File: config.mk
export PLATFORM = sky130hd
export DESIGN_NAME = fd_pipe_reg
export DESIGN_NICKNAME = d
export VERILOG_FILES = /design/src/rtl/fd_pipe_reg_pkg.sv /design/src/rtl/fd_addr_chk.sv /design/src/rtl/fd_pipe_reg.sv
export SDC_FILE = /design/constraint.sdc
export NUM_CORES = 1
export LEC_CHECK = 0
export CAP_MARGIN = 20
export CORE_MARGIN = 2
export CORE_UTILIZATION = 30
export CTS_CLUSTER_DIAMETER = 80
export DETAILED_ROUTE_END_ITERATION = 10
export SYNTH_ARGS = -nofsm -noshare
export SYNTH_HDL_FRONTEND = slang
export SYNTH_SLANG_ARGS = --single-unit
File: constraint.sdc
create_clock -name clk -period 3.4 [get_ports clk]
set_input_delay 1.02 -clock clk [delete_from_list [all_inputs] [get_ports clk]]
set_output_delay 1.02 -clock clk [all_outputs]
set_load 0.02 [all_outputs]
File: src/rtl/fd_pipe_reg_pkg.sv
// Shared constants and the D-stage record for the IF/ID pipeline register.
// Exception codes, the NOP encoding and instruction-memory defaults are reused by IFU, decode and CP0.
package fd_pipe_reg_pkg;

    localparam logic [4:0]  EXC_NONE = 5'd0;
    localparam logic [4:0]  EXC_ADEL = 5'd4;
    localparam logic [31:0] NOP      = 32'h0000_0000;

    localparam logic [31:0] IM_BASE_DEF  = 32'h0000_3000;
    localparam int          IM_DEPTH_DEF = 4096;
    localparam logic [31:0] RESET_PC_DEF = 32'h0000_3000;

    typedef struct packed {
        logic [31:0] instr;
        logic [31:0] pc8;
        logic        valid;
        logic        bd;
        logic        exc;
        logic [4:0]  exccode;
    } fd_stage_t;

endpackage

File: src/rtl/fd_addr_chk.sv
// Combinational fetch-address checker: flags misaligned or out-of-range instruction addresses.
// The address under test is recovered from PC+8 with 32-bit wrap-around subtraction.
module fd_addr_chk
    import fd_pipe_reg_pkg::*;
#(
    parameter logic [31:0] IM_BASE  = IM_BASE_DEF,
    parameter int          IM_DEPTH = IM_DEPTH_DEF
) (
    input  logic [31:0] pc8_f_i,
    output logic        adel_o
);

    localparam logic [31:0] IM_LAST = IM_BASE + 32'(4 * IM_DEPTH) - 32'd4;

    logic [31:0] pc;

    always_comb begin
        pc     = pc8_f_i - 32'd8;
        adel_o = (pc[1:0] != 2'b00) || (pc < IM_BASE) || (pc > IM_LAST);
    end

endmodule

File: src/rtl/fd_pipe_reg.sv
// IF/ID pipeline register: latches instruction and PC+8, holds on stall, inserts a bubble on flush.
// Optional performance counters are built when FD_PERF_CNT_EN is defined.
module fd_pipe_reg
    import fd_pipe_reg_pkg::*;
#(
    parameter logic [31:0] RESET_PC = RESET_PC_DEF,
    parameter logic [31:0] IM_BASE  = IM_BASE_DEF,
    parameter int          IM_DEPTH = IM_DEPTH_DEF
) (
    input  logic        clk,
    input  logic        reset,
    input  logic        stall,
    input  logic        flush,
    input  logic [31:0] instr_f,
    input  logic [31:0] pc8_f,
    input  logic        br_d,
    output logic [31:0] instr_d,
    output logic [31:0] pc8_d,
    output logic        valid_d,
    output logic        bd_d,
    output logic        exc_d,
    output logic [4:0]  exccode_d,
    output logic [31:0] stall_cnt,
    output logic [31:0] flush_cnt
);

    localparam fd_stage_t STAGE_RST = '{
        instr:   NOP,
        pc8:     RESET_PC + 32'd8,
        valid:   1'b0,
        bd:      1'b0,
        exc:     1'b0,
        exccode: EXC_NONE
    };

    fd_stage_t stage_q;
    fd_stage_t stage_d;
    logic      adel;

    fd_addr_chk #(
        .IM_BASE  (IM_BASE),
        .IM_DEPTH (IM_DEPTH)
    ) u_addr_chk (
        .pc8_f_i (pc8_f),
        .adel_o  (adel)
    );

    // Flush wins over stall; the bubble still carries pc8_f so CP0 has a usable EPC.
    always_comb begin
        stage_d = stage_q;
        if (flush) begin
            stage_d.instr   = NOP;
            stage_d.pc8     = pc8_f;
            stage_d.valid   = 1'b0;
            stage_d.bd      = 1'b0;
            stage_d.exc     = 1'b0;
            stage_d.exccode = EXC_NONE;
        end else if (!stall) begin
            stage_d.pc8     = pc8_f;
            stage_d.valid   = 1'b1;
            stage_d.bd      = br_d & stage_q.valid;
            stage_d.exc     = adel;
            stage_d.exccode = adel ? EXC_ADEL : EXC_NONE;
            stage_d.instr   = adel ? NOP : instr_f;
        end
    end

    always_ff @(posedge clk or posedge reset) begin
        if (reset) begin
            stage_q <= STAGE_RST;
        end else begin
            stage_q <= stage_d;
        end
    end

    assign instr_d   = stage_q.instr;
    assign pc8_d     = stage_q.pc8;
    assign valid_d   = stage_q.valid;
    assign bd_d      = stage_q.bd;
    assign exc_d     = stage_q.exc;
    assign exccode_d = stage_q.exccode;

`ifdef FD_PERF_CNT_EN
    logic [31:0] stall_cnt_q;
    logic [31:0] stall_cnt_d;
    logic [31:0] flush_cnt_q;
    logic [31:0] flush_cnt_d;

    // Both counters saturate rather than wrap.
    always_comb begin
        stall_cnt_d = stall_cnt_q;
        flush_cnt_d = flush_cnt_q;
        if (stall && !flush && (stall_cnt_q != 32'hFFFF_FFFF)) begin
            stall_cnt_d = stall_cnt_q + 32'd1;
        end
        if (flush && (flush_cnt_q != 32'hFFFF_FFFF)) begin
            flush_cnt_d = flush_cnt_q + 32'd1;
        end
    end

    always_ff @(posedge clk or posedge reset) begin
        if (reset) begin
            stall_cnt_q <= 32'd0;
            flush_cnt_q <= 32'd0;
        end else begin
            stall_cnt_q <= stall_cnt_d;
            flush_cnt_q <= flush_cnt_d;
        end
    end

    assign stall_cnt = stall_cnt_q;
    assign flush_cnt = flush_cnt_q;
`else
    assign stall_cnt = 32'd0;
    assign flush_cnt = 32'd0;
`endif

endmodule

==> results of run 1 <==
## synth_stat cells, types with 3 or more instances
library cell  count
buf_4            69
dfstp_2           3
a31oi_1           3
nand4_1           6
and3_1            3
nor2_1           10
clkbuf_1         17
nand2_1          39
nor2b_1          35
inv_1             6
o21ai_0          36
dfrtp_1          64
a21oi_1           4
buf_2             3
o31ai_2          30
nand3_1           8
mux2_2           29
buf_12            3
nor3_1            6
xnor2_1           3
o31ai_1           3
## power by group
group          switching (mW)  total, mW  internal, mW  leakage (nW)
clock network           0.337      0.940         0.602         0.146
registers              0.0178      0.852         0.835         0.856
logic                   0.249      0.464         0.215          1.51
total                   0.604       2.26          1.65          2.51
## cell type report
cell class / instances / area (µm²) / area share, %
clock buffer: 13 / 260.3 / 4.267
clock inverter: 2 / 35.03 / 0.5744
inverter: 6 / 22.52 / 0.3692
multi-input combinational: 311 / 2062 / 33.81
sequential: 67 / 1680 / 27.55
tap: 176 / 220.2 / 3.610
timing repair buffer: 186 / 1819 / 29.83
## flip-flops by register name, summed over array words and instances, names as in the netlist
signal and count:
pc8_d 32, exccode_d 1, bd_d 1, valid_d 1, instr_d 32
## cell families after synthesis
family	Yosys count	synth area share [%]
AO/OA/AOI/OAI	87	17.26
XOR/XNOR	5	1.062
adder cells (fa/ha/maj)	1	0.3033
buffers and inverters	99	16.75
flip-flops	67	40.75
multiplexers	30	8.161
other	1	0.09093
AND/OR/NAND/NOR	120	15.63
## final timing paths
check / start / end / slack [ps] / cells past startpoint
max in group asynchronous: reset / pc8_d[13]$_DFFE_PP1P_ / 1510 / 3
setup reg to reg: valid_d$_DFFE_PP0P_ / bd_d$_DFFE_PP0P_ / 2620 / 4
min in group asynchronous: reset / bd_d$_DFFE_PP0P_ / 1160 / 2
setup / recovery: pc8_f[9] / exccode_d[2]$_DFFE_PP0P_ / 80 / 8
hold / removal: pc8_d[3]$_DFFE_PP1P_ / pc8_d[3]$_DFFE_PP1P_ / 480 / 2
hold reg to reg: pc8_d[3]$_DFFE_PP1P_ / pc8_d[3]$_DFFE_PP1P_ / 480 / 2
## repair_timing
| item | 4_1_cts | 5_1_grt |
|---|---|---|
| resized for setup | 4 | 10 |
| setup endpoints to repair | 33 | 33 |
| pin swaps | 0 | 1 |
## layer usage
layer	track usage [%]	share of wire, %	vias up
li1	-	-	1627
met1	18.31	42	1662
met2	24.82	49	137
met3	5.169	7.2	16
met4	6.753	2.1	0
met5	0	0	-
## worst register-to-register path: stages (launching register included)
cell and delay, ps:
dfrtp_1 390, nand2_1 60, nor2_1 40, a21oi_1 110
nor2_1 50
## through the flow
stage | std cells | total power [mW] | hold slack, ps
after global placement | 746 | 1.326 | 467.5
after floorplan | 477 | 1.151 | 513.3
final | 761 | 2.256 | 482.6
after detailed placement | 746 | 1.330 | 474.7
after global routing | 761 | 2.353 | 498.1
after CTS | 761 | 2.283 | 486.7
==> metrics.md, run 1 <==
| Metric | Value |
|---|---|
| Leakage power | approximately 2.5 nW |
| Min-Delay Path Class | reg -> reg |
| CP cell instances | clkdlybuf4s50_1 -> nor4_4 -> and3_4 -> nand3_2 -> a221o_1 -> or4_4 -> buf_8 -> o31a_1 |
| Worst-Margin Slew | 811.0 ps |
| Setup violators final | 0 |
| CP Launch Type | input port |
| Antenna violations before repair | 0 |
| CP required | ~3600 ps |
| Post-DR wirelength/cell | approximately 14 µm |
| Final core occ | a little under half |
| Status | completed |
| Pre-CTS setup slack | -498.1 ps |
| Max clock buf depth | 2 |
| Hold buffers post-CTS | 0 |
| Grt ovf | 0 |
| Via total after detailed routing | ~3.4k |
| Sequential area share after synthesis | around 41% |
| Final Critical Period | between 3000 and 4000 ps |
| Clock skew | 0.03450 ps |
| CP top delay family | simple AND/OR/NAND/NOR gates |
| CP Class | in -> reg |
| Max-slew violations | 0 |
| Buffer count from post-CTS setup fixing | 0 |
| Antenna viol nets, final | 0 |
| ANT cells | 0 |
| Row Count | 42 |
| Yosys reg bits | 67 |
| Final period utilization | a little over nine tenths |
| CTS H-tree depth | 3 |
| Root Driver | clkbuf_16 |
| Clk slew on worst S/H paths | around 50 ps |
| Syn. warnings | 0 |
| Crit path arrival time | 3540 ps |
| DRT iter0 DRCs | ~180 |
| Total wire length | 10,990 µm |
| DIE AREA | between 10,000 and 15,000 µm² |
| I/O pin count | 205 |
| CP Capture Type | register |
| Most common cell after layout, fill and taps aside | clkdlybuf4s50_1 |
| Gpl congestion | approximately 0.9 |
| # fillers | ~1.3k |
| First-pass GRT wire length | around 17,000 µm |
| Top cell type's share of synthesized area | roughly two fifths |
| Synth top area cells | dfrtp_1, buf_4, o31ai_2, mux2_2, nor2b_1 |
| Placed inst area | ~5700 µm² |
| Pwr per Cell Area | between 300 and 400 nW/µm² |
| Worst-path maximum fanout | 14 |
| Starting density of the core | approximately 31% |
| Asr flop ratio synth | 100.0% |
| Die width | between 100 and 150 µm |
| Port bufs | 136 |
| Worst Slack Setup Final | about 84 ps |
| Largest net degree at the start of global routing | just under 70 |
| Area grow syn2layout | 47.91% |
| VDD IR max | 213.9 µV |
| Max Clk Rate | ~300 MHz |
| Top FF cell, synth | dfrtp_1 |
| Area leader, netlist | dfrtp_1 |
| Pre-Repair DR Iteration Count | 4 |
| Slowest-stage cell, CP | or4_4 |
| Unique masters post-synth | 44 |
| Setup TNS | 0 ps |
| DP HPWL | ~8000 µm |
| Core Area | between 10,000 and 15,000 µm² |
| Bufs and invs on worst path | 2 |
| Fin area | slightly above 6000 µm² |
| Syn avg cell area | around 10 µm² |
| Die H | about 120 µm |
| Post-DR vias/cell | between 4 and 5 |
| Nets | around 650 |
| Clock sink total | between 60 and 70 |
| GRT Resource Usage Total | 15.27% |
| Synthesized area | approximately 4100 µm² |
| Vias in the first global route | approximately 3.5k |
| Maxcap violations | 0 |
| Commonest non-fill, non-tap cells in the layout | clkdlybuf4s50_1, conb_1, dfrtp_1 |
| TritonCTS clock tree | yes |
| Slowest cell delay on critical path | between 500 and 600 ps |
| Final hold vios | 0 |
| Drt drc | 0 |
| Clock latency on the worst-skew pair | 340 ps |
| Share of cells above drive strength 1 | around a quarter |
| Rel. slew slack | between 40% and 50% |
| Inserted Clock Buffers | 9 |
| Post-synth EDFFs | 0 |
| Mapped Cells | between 400 and 500 |
Note: power is estimated with default switching activity, not from simulation.
==> run 2: changes to the inputs <==
CORE_ASPECT_RATIO = 0.8   (was unset)
CORE_UTILIZATION = 25   (was 30)
==> run 2 against run 1 <==
Effect of this change:
- clock skew is essentially flat
- setup slack lost 50 ps
- first-iteration DRC count shrank 36%
- sequential share of layout area shrank 0.27 points
- wire length grew 7.8%
- critical path type unchanged
- fmax shrank 1.5%
- sequential power is essentially flat
- via count grew 0.41%
- combinational power is essentially flat
- die area grew 19%
==> metrics.md, run 2 (synthesized netlist as in run 1, its figures left out) <==
| Metric | Value |
|---|---|
| Status | completed |
| Final hold vios | 0 (unchanged) |
| DP HPWL | 8658 µm (+8.1%) |
| Max-slew violations | 0 (unchanged) |
| Crit path arrival time | 3570 ps (+30 ps) |
| Most common cell after layout, fill and taps aside | clkdlybuf4s50_1 |
| VDD IR max | 153.1 µV (-28%) |
| Maxcap violations | 0 (unchanged) |
| Inserted Clock Buffers | 9 (unchanged) |
| Row Count | 41 (-2.4%) |
| Final period utilization | 98.99% (+1.5 points) |
| Final core occ | 38.61% (-7.1 points) |
| Leakage power | 2.522 nW (+0.35%) |
| Vias in the first global route | 3,481 (-0.29%) |
| Core Area | 15,950 µm² (+20%) |
| Starting density of the core | 25.85% (-5.0 points) |
| Area grow syn2layout | 49.36% |
| Pwr per Cell Area | 347.7 nW/µm² (-6.0%) |
| First-pass GRT wire length | 18,710 µm (+7.7%) |
| CP Launch Type | input port |
| CP Capture Type | register |
| Die H | 118.9 µm (-2.0%) |
| Setup violators final | 0 (unchanged) |
| Gpl congestion | 0.7824 (-14%) |
| Buffer count from post-CTS setup fixing | 0 (unchanged) |
| Drt drc | 0 (unchanged) |
| Placed insts | 787 (+5.5%) |
| Largest net degree at the start of global routing | 68 (unchanged) |
| RSZ-0062 raised after global routing | no |
| I/O pin count | 205 (unchanged) |
| Commonest non-fill, non-tap cells in the layout | clkdlybuf4s50_1, conb_1, dfrtp_1 |
| CTS H-tree depth | 3 (unchanged) |
| Slowest cell delay on critical path | 500 ps (-40 ps) |
| Post-DR wirelength/cell | 14.72 µm (+1.9%) |
| Final std cells w/o fill | 805 (+5.8%) |
| Antenna violations before repair | 0 (unchanged) |
| Nets | 655 (+0.61%) |
| Die width | 147.6 µm (+22%) |
| Post-DR vias/cell | 4.293 (-5.1%) |
| Slowest-stage cell, CP | clkdlybuf4s50_1 |
| Grt ovf | 0 (unchanged) |
| Clk slew on worst S/H paths | 50 ps (about the same) |
| Antenna viol nets, final | 0 (unchanged) |
| Clock sink total | 67 (unchanged) |
| GRT Resource Usage Total | 13.62% (-1.6 points) |
| Port bufs | 136 (unchanged) |
| Final Critical Period | 3366 ps (+49.77 ps) |
| Overall power | 2.142 mW (-5.1%) |
| ANT cells | 0 (unchanged) |
| TritonCTS clock tree | yes |
| Root Driver | clkbuf_16 |
| Clock skew | 0.07583 ps (+0.04133 ps) |
| CP Class | in -> reg |
| Share of cells above drive strength 1 | 24.07% (+0.31 points) |
| Pre-Repair DR Iteration Count | 4 (unchanged) |
| Total wire length | 11,850 µm (+7.8%) |
| DRT iter0 DRCs | 114 (-36%) |
| Max clock buf depth | 2 (unchanged) |
| Worst-path maximum fanout | 33 (+19) |
| Min-Delay Path Class | reg -> reg |
| Max Clk Rate | 297.1 MHz (-1.5%) |
| Crit-path most repeated cell | a2111oi_1 |
| DIE AREA | 17,550 µm² (+19%) |
| Hold buffers post-CTS | 0 (unchanged) |
| CP cell instances | clkdlybuf4s50_1 -> buf_4 -> or3_1 -> a2111oi_1 -> a31oi_1 -> a2111oi_1 -> o21a_2 -> buf_12 -> o31ai_2 |
| CP required | 3600 ps (-20 ps) |
| Clock latency on the worst-skew pair | 330 ps (about the same) |
| Via total after detailed routing | 3,456 (+0.41%) |
-- run 2: changes by cell type in the layout (fill, tap and decap cells not counted), sizes merged --
cell / delta
bufinv: -1
clkinv: +3
buf: +3
clkbuf: +1
inv: -1
-- run 2: timing repair --
action                                  in CTS  in global routing
endpoints found under the setup margin       5                 33
gates resized for setup                      2                  8
cloned                                       1                  1
pin swaps                                    0                  1
-- run 2: report_power, final --
part / internal, mW / total (mW) / switching, mW
registers: 0.835 / 0.853 / 0.0185
logic: 0.216 / 0.466 / 0.250
clock network: 0.490 / 0.823 / 0.333
-- run 2: critical path: cells and delay by family --
| kind | cells | cell delay [ps] |
|---|---|---|
| compound gates | 5 | 1200 |
| simple gates | 1 | 390 |
| buf+inv | 3 | 910 |
-- run 2: cell type report --
type | instances | area (µm²)
timing repair buffer | 190 | 1867
clock inverter | 3 | 15.01
multi-input combinational | 311 | 2064
sequential | 67 | 1680
inverter | 6 | 23.77
fill | 1588 | 9794
clock buffer | 13 | 240.2
tap | 215 | 269.0
-- run 2: per-stage QoR --
step	setup TNS, ps	cell area (µm²)	setup WS [ps]	hold WS [ps]
after global placement	-10350	5814	-367.5	470.5
after CTS	0	6107	1.779	488.3
final	0	6160	34.23	483.2
after detailed placement	-11190	5814	-385.7	477.3
after floorplan	0	4375	174.5	513.3
after global routing	0	6160	4.892	509.5
-- run 2: final timing paths --
check	end	depth (start not counted)	slack, ps	from
hold / removal	instr_d[3]$_DFFE_PP0P_	2	480	instr_d[3]$_DFFE_PP0P_
setup / recovery	instr_d[6]$_DFFE_PP0P_	9	30	pc8_f[5]
max in group asynchronous	pc8_d[12]$_DFFE_PP1P_	3	1700	reset
min in group asynchronous	pc8_d[31]$_DFFE_PP0P_	2	1020	reset
setup reg to reg	bd_d$_DFFE_PP0P_	4	2620	valid_d$_DFFE_PP0P_
hold reg to reg	instr_d[3]$_DFFE_PP0P_	2	480	instr_d[3]$_DFFE_PP0P_
-- run 2: metal layers --
metal | part of all wire (%) | global-route usage [%] | vias up
li1 | - | - | 1648
met3 | 6.5 | 3.946 | 14
met2 | 46 | 20.99 | 121
met5 | 0 | 0 | -
met1 | 46 | 18.29 | 1673
met4 | 1.6 | 4.627 | 0
==> run 3: changes to the inputs <==
CORE_UTILIZATION = 40   (was 25)
PLACE_DENSITY = 0.8   (was unset)
==> run 3 against run 2 <==
Effect of this change:
- flip-flop and latch count stayed put
- hold slack worse by 2.9 ps
- total power increased by 5.7%
- first-iteration DRC count increased by 33%
- sequential share of layout area stayed put
- largest cell class unchanged
==> metrics.md, run 3 (synthesized netlist as in run 1, its figures left out) <==
| Metric | Value |
|---|---|
| Starting density of the core | 40.60% (+15 points) |
| Area occupied by multi-input gates | 2074 µm² (+0.48%) |
| Worst-path maximum fanout | 8 (-76%) |
| First-pass GRT wire length | 16,720 µm (-11%) |
| Bufs and invs on worst path | 2 (-1) |
| CTS H-tree depth | 3 (unchanged) |
| DP HPWL | 7791 µm (-10%) |
| Die H | 94.82 µm (-20%) |
| Overall power | 2.264 mW (+5.7%) |
| Min-Delay Path Class | reg -> reg |
| Register area | 1680 µm² (unchanged) |
| Clock skew | 0.1298 ps (+0.05401 ps) |
| Final core occ | 60.64% (+22 points) |
| CP Launch Type | input port |
| Worst-Margin Slew | ~690 ps |
| Share of cells above drive strength 1 | 24.10% (+0.035 points) |
| # fillers | 869 (-45%) |
| Leakage power | 2.589 nW (+2.7%) |
| Status | completed |
| Slowest-stage cell, CP | or4_4 |
| CP cell instances | clkdlybuf4s50_1 -> nor4_4 -> and3_4 -> nand3_2 -> a221o_1 -> or4_4 -> clkbuf_16 -> o31ai_2 |
| Final hold vios | 0 (unchanged) |
| Die width | 117.5 µm (-20%) |
| Gpl congestion | 0.8513 (+8.8%) |
| Pre-CTS setup slack | -451.8 ps (-66.13 ps) |
| Max Clk Rate | 300.8 MHz (+1.3%) |
| Final period utilization | 97.76% (-1.2 points) |
| RSZ-0062 raised after global routing | no |
| VDD IR max | 222.1 µV (+45%) |
| Drt drc | 0 (unchanged) |
| Worst Slack Setup Final | 76.01 ps (+41.78 ps) |
| Post-DR vias/cell | 4.770 (+11%) |
| Max-slew violations | 0 (unchanged) |
| Total wire length | 10,980 µm (-7.4%) |
| GRT Resource Usage Total | 18.74% (+5.1 points) |
| WHS | 480.3 ps (-2.891 ps) |
| Antenna violations before repair | 0 (unchanged) |
| Nets | 650 (-0.76%) |
| I/O pin count | 205 (unchanged) |
| CP Class | in -> reg |
| Root Driver | clkbuf_16 |
| Switching share of power | 25.99% (-2.1 points) |
| Vias in the first global route | 3,292 (-5.4%) |
| Setup violators final | 0 (unchanged) |
| Max clock buf depth | 2 (unchanged) |
| NetSw | 0.5884 mW (-2.2%) |
| DRT iter0 DRCs | 152 (+33%) |
| Logic pwr share | 20.4% (-1.3 points) |
| TritonCTS clock tree | yes |
| Post-DR wirelength/cell | 15.14 µm (+2.8%) |
| Port bufs | 136 (unchanged) |
| Pwr per Cell Area | 367.5 nW/µm² (+5.7%) |
| Inserted Clock Buffers | 9 (unchanged) |
| Commonest non-fill, non-tap cells in the layout | clkdlybuf4s50_1, conb_1, dfrtp_1 |
| ANT cells | 0 (unchanged) |
| Maxcap violations | 0 (unchanged) |
| Placed insts | 704 (-11%) |
| Slowest cell delay on critical path | 530 ps (+30 ps) |
| Final Critical Period | 3324 ps (-41.78 ps) |
| Clock latency on the worst-skew pair | 310 ps (-20 ps) |
| Clock sink total | 67 (unchanged) |
| Most common cell after layout, fill and taps aside | clkdlybuf4s50_1 |
| CP Capture Type | register |
| CP top delay family | simple AND/OR/NAND/NOR gates |
| Clk slew on worst S/H paths | 50 ps (about the same) |
| WL met1 | 4792 µm (-12%) |
| Area grow syn2layout | 49.36% (unchanged) |
| Final std cells w/o fill | 725 (-9.9%) |
| Cell internal pwr | 1.675 mW (+8.8%) |
| WL met3 | 723 µm (-5.9%) |
| Row Count | 33 (-20%) |
| CP required | 3620 ps (+20 ps) |
| Met2 WL post-DR | 5325 µm (-2.3%) |
| Pre-Repair DR Iteration Count | 4 (unchanged) |
| Max Used Layer | met4 |
| Clock network power share | 42.0% (+3.6 points) |
| Antenna viol nets, final | 0 (unchanged) |
| Crit path arrival time | 3540 ps (-30 ps) |
| DIE AREA | 11,140 µm² (-36%) |
| Largest net degree at the start of global routing | 68 (unchanged) |
| Sequential Power Share | 37.6% (-2.2 points) |
| Rel. slew slack | between 50% and 60% |
| Core Area | 10,160 µm² (-36%) |
| Via total after detailed routing | 3,458 (+0.058%) |
| Grt ovf | 0 (unchanged) |
==> run 3: power groups by stage <==
stage / clock network [mW] / logic [mW] / registers, mW
finish: 0.950 / 0.462 / 0.852
global route: 1.01 / 0.497 / 0.855
CTS: 0.976 / 0.461 / 0.852
detailed placement: 0 / 0.459 / 0.865
global placement: 0 / 0.453 / 0.863
floorplan: 0 / 0.244 / 0.908
==> run 3: path summary, 6_finish.rpt <==
check | startpoint | end | slack [ps] | cells after the start
worst max-delay path | pc8_f[7] | instr_d[13]$_DFFE_PP0P_ | 80 | 8
worst min-delay path | pc8_d[13]$_DFFE_PP1P_ | pc8_d[13]$_DFFE_PP1P_ | 480 | 2
worst max register to register | valid_d$_DFFE_PP0P_ | bd_d$_DFFE_PP0P_ | 2610 | 4
worst min register to register | pc8_d[13]$_DFFE_PP1P_ | pc8_d[13]$_DFFE_PP1P_ | 480 | 2
max in group asynchronous | reset | instr_d[31]$_DFFE_PP0P_ | 1620 | 3
min in group asynchronous | reset | pc8_d[20]$_DFFE_PP0P_ | 1140 | 2
==> run 3: through the flow <==
step / TNS (ps) / area, µm²
floorplan: 0 / 4375
global placement: -11050 / 5684
detailed placement: -13480 / 5684
CTS: 0 / 6022
global route: 0 / 6160
finish: 0 / 6160
==> run 3: cell type report <==
type,count,share of cell area [%]
sequential,67,27.28
clock inverter,2,0.5688
inverter,6,0.3656
clock buffer,14,4.449
tap,140,2.844
multi-input combinational,311,33.68
timing repair buffer,185,30.81
==> run 3: what timing repair did <==
action / CTS / global route
hold buffers: 0 / 0
pin swaps: 2 / 5
resized for setup: 3 / 13
endpoints found under the setup margin: 33 / 32
cloned: 1 / 3
setup buffers: 0 / 1
==> run 3: worst register-to-register path, cell delays in order (launching register included) <==
cell	delay (ps)
dfrtp_1	390
nand2_1	70
nor2_1	40
a21oi_1	110
nor2_1	50
==> run 3: metal layers <==
metal	global-route usage, %	up-vias
met5	0	-
li1	-	1635
met2	31.14	139
met4	5.723	0
met3	5.193	12
met1	24.09	1672
==> variant: new RTL, flow settings as in run 1 <==
The option `FD_PERF_CNT_EN` is turned on by a define.
--- a/src/rtl/fd_pipe_reg.sv
+++ b/src/rtl/fd_pipe_reg.sv
@@ -2,2 +2,4 @@
 // Optional performance counters are built when FD_PERF_CNT_EN is defined.
+`define FD_PERF_CNT_EN
+
 module fd_pipe_reg
Check against the original RTL: not equivalent (Yosys sat finds a counterexample within 4 cycles, from zero or initial values and one cycle with reset high).
==> variant against run 1 <==
Count of clock-buffer cells in the layout increased by 5. Sequential cell count increased by 64. Combinational power increased by 77%. Final area increased by 56%. Largest cell class is now flip-flops and latches. Power increased by 100%. Setup slack improved by 190 ps. Utilization decreased by 0.46 points. Critical endpoint is now instr_d[30]$_DFFE_PP0N_. Clock skew increased by 11 ps. Area after synthesis increased by 56%. Register-to-register slack got worse by 1700 ps. Routed wire length increased by 54%.
==> variant: results (changes against run 1) <==
The number of DRC markers after the initial detailed-route iteration is 175 (-2.2%). The reported leakage power is 0.00397 uW (+58%). The per-cell via count in the routed design came out at 4.68 (+3.5%).

The logic gate share of total power is 0.179 (-0.027). The sequential element share of the synthesized area came out at 0.510 (+0.102). The global routing usage summed across all routing layers came to 0.155 (+0.00282). The placed cell area is 8890 um2 (+55%). The worst register-to-register path begins at stall_cnt[2]$_DFFE_PP0P_. The largest net degree at the start of global routing is 132 (+94%). The count of distinct cell types in the synthesized netlist was 57 (+30%). The global placer's final weighted congestion is 0.789 (-13%). The layout cell share with drive strength beyond 1 is 0.200 (-0.0376).

The number of levels in the clock H-tree came to 4 (+1). The arrival time at the worst endpoint is 3440 ps (-100 ps). The run finished with clean final reports. The number of nets in the final layout came out at 869 (+33%). The HPWL reported at the end of detailed placement came out at 11,800 um (+48%).

The switching share of power came out at 0.287 (+0.0198). The post-cts resize count came out at 0 (-4). The number of buffers added by the clock tree synthesis step came to 17 (+8). The clock skew after layout came out at 11.4 ps (+11.3 ps). The clock insertion delay at the later pin of the skew report is 430 ps (+90 ps).

The peak supply drop was 0.000388 V (+82%). The highest-delay cell along the critical path is sky130_fd_sc_hd__or4_1. The highest fanout seen on the critical path is 27 (+13). The number of filler cells placed in the layout is 1,992 (+53%).

The via count of the first global-routing pass came out at 5,154 (+48%). The number of buffers added on ports is 200 (+47%). The detailed-router iteration count before antenna repair came out at 6 (+2). The count of cells along the worst register-to-register path came to 6 (+2). By count the netlist is led by 128 x sky130_fd_sc_hd__dfrtp_1, 73 x sky130_fd_sc_hd__nand2_1, 36 x sky130_fd_sc_hd__xnor2_1. The global-route wire length before repair came out at 27,300 um (+57%).

The relative slew slack came out at 0.499 (+0.0403). The origin of the worst min-delay path is instr_d[15]$_DFFE_PP0N_. The most critical setup path has its startpoint at pc8_f[19]. The clock-pin transition on the worst setup and hold timing paths came out at 60 ps. The worst stage delay on the critical path is 510 ps (-30 ps).
variant: cell count changes in the layout (fill, tap and decap cells not counted), sizes merged, moves of 24 or more:
| cell | delta |
|---|---|
| nor2b | -32 |
| nand2 | +34 |
| xnor2 | +33 |
| dfrtp | +64 |
| clkdlybuf4s50 | +63 |
| xor2 | +26 |
| o21ai | -31 |
| conb | -64 |
| nor2 | +24 |
variant: logic make-up after synthesis:
group | count (synthesis) | synth area share
other | 1 | 0.000582
AND/OR/NAND/NOR | 240 | 0.204
XOR/XNOR | 64 | 0.0870
flip-flops | 131 | 0.510
adder cells (fa/ha/maj) | 3 | 0.00583
buffers and inverters | 37 | 0.0389
AO/OA/AOI/OAI | 59 | 0.0952
multiplexers | 34 | 0.0593
variant: path summary, 6_finish.rpt:
| kind | slack [ps] | end |
|---|---|---|
| min reg2reg | 480 | instr_d[15]$_DFFE_PP0N_ |
| max | 270 | instr_d[30]$_DFFE_PP0N_ |
| max in group asynchronous | 1660 | instr_d[29]$_DFFE_PP0N_ |
| max reg2reg | 940 | stall_cnt[7]$_DFFE_PP0P_ |
| min | 480 | instr_d[15]$_DFFE_PP0N_ |
| min in group asynchronous | 1140 | flush_cnt[21]$_DFFE_PP0P_ |
variant: layout make-up:
type	instances	area, um2	share of cell area
flip-flops and latches	131	3280	0.345
multi-input cells	404	2940	0.309
repair buffers	234	2290	0.241
clock buffers	18	429	0.0451
well taps	275	344	0.0362
clock inverters	14	190	0.0200
inverters	9	37.5	0.00395
variant: per-layer routing:
metal | vias up | GRT usage | routed length, um
met4 | 0 | 0.0500 | 214
met2 | 150 | 0.246 | 7940
met3 | 19 | 0.0536 | 1230
met1 | 2469 | 0.200 | 7500
li1 | 2440 | - | -
met5 | - | 0 | 0
variant: metrics by stage:
stage | setup WS, ps | total power, uW | utilization | instances
after CTS | 239 | 4650 | 0.452 | 1085
after detailed placement | -196 | 2650 | 0.423 | 1053
after global placement | -174 | 2640 | 0.423 | 1053
after floorplan | 525 | 2220 | - | 572
after global routing | 77.0 | 4780 | 0.452 | 1085
final | 274 | 4570 | 0.452 | 1085
variant: power groups by stage:
stage | Combinational [uW] | Sequential (uW) | Clock [uW]
after CTS | 836 | 1800 | 2010
final | 819 | 1790 | 1960
after detailed placement | 829 | 1820 | 0
after floorplan | 285 | 1930 | 0
after global routing | 889 | 1820 | 2080
after global placement | 828 | 1820 | 0
variant: tightest hold or removal path, stage by stage (launching register included):
cell	delay [ps]
sky130_fd_sc_hd__dfrtp_1	330
sky130_fd_sc_hd__nand2_1	60
sky130_fd_sc_hd__o31ai_2	50
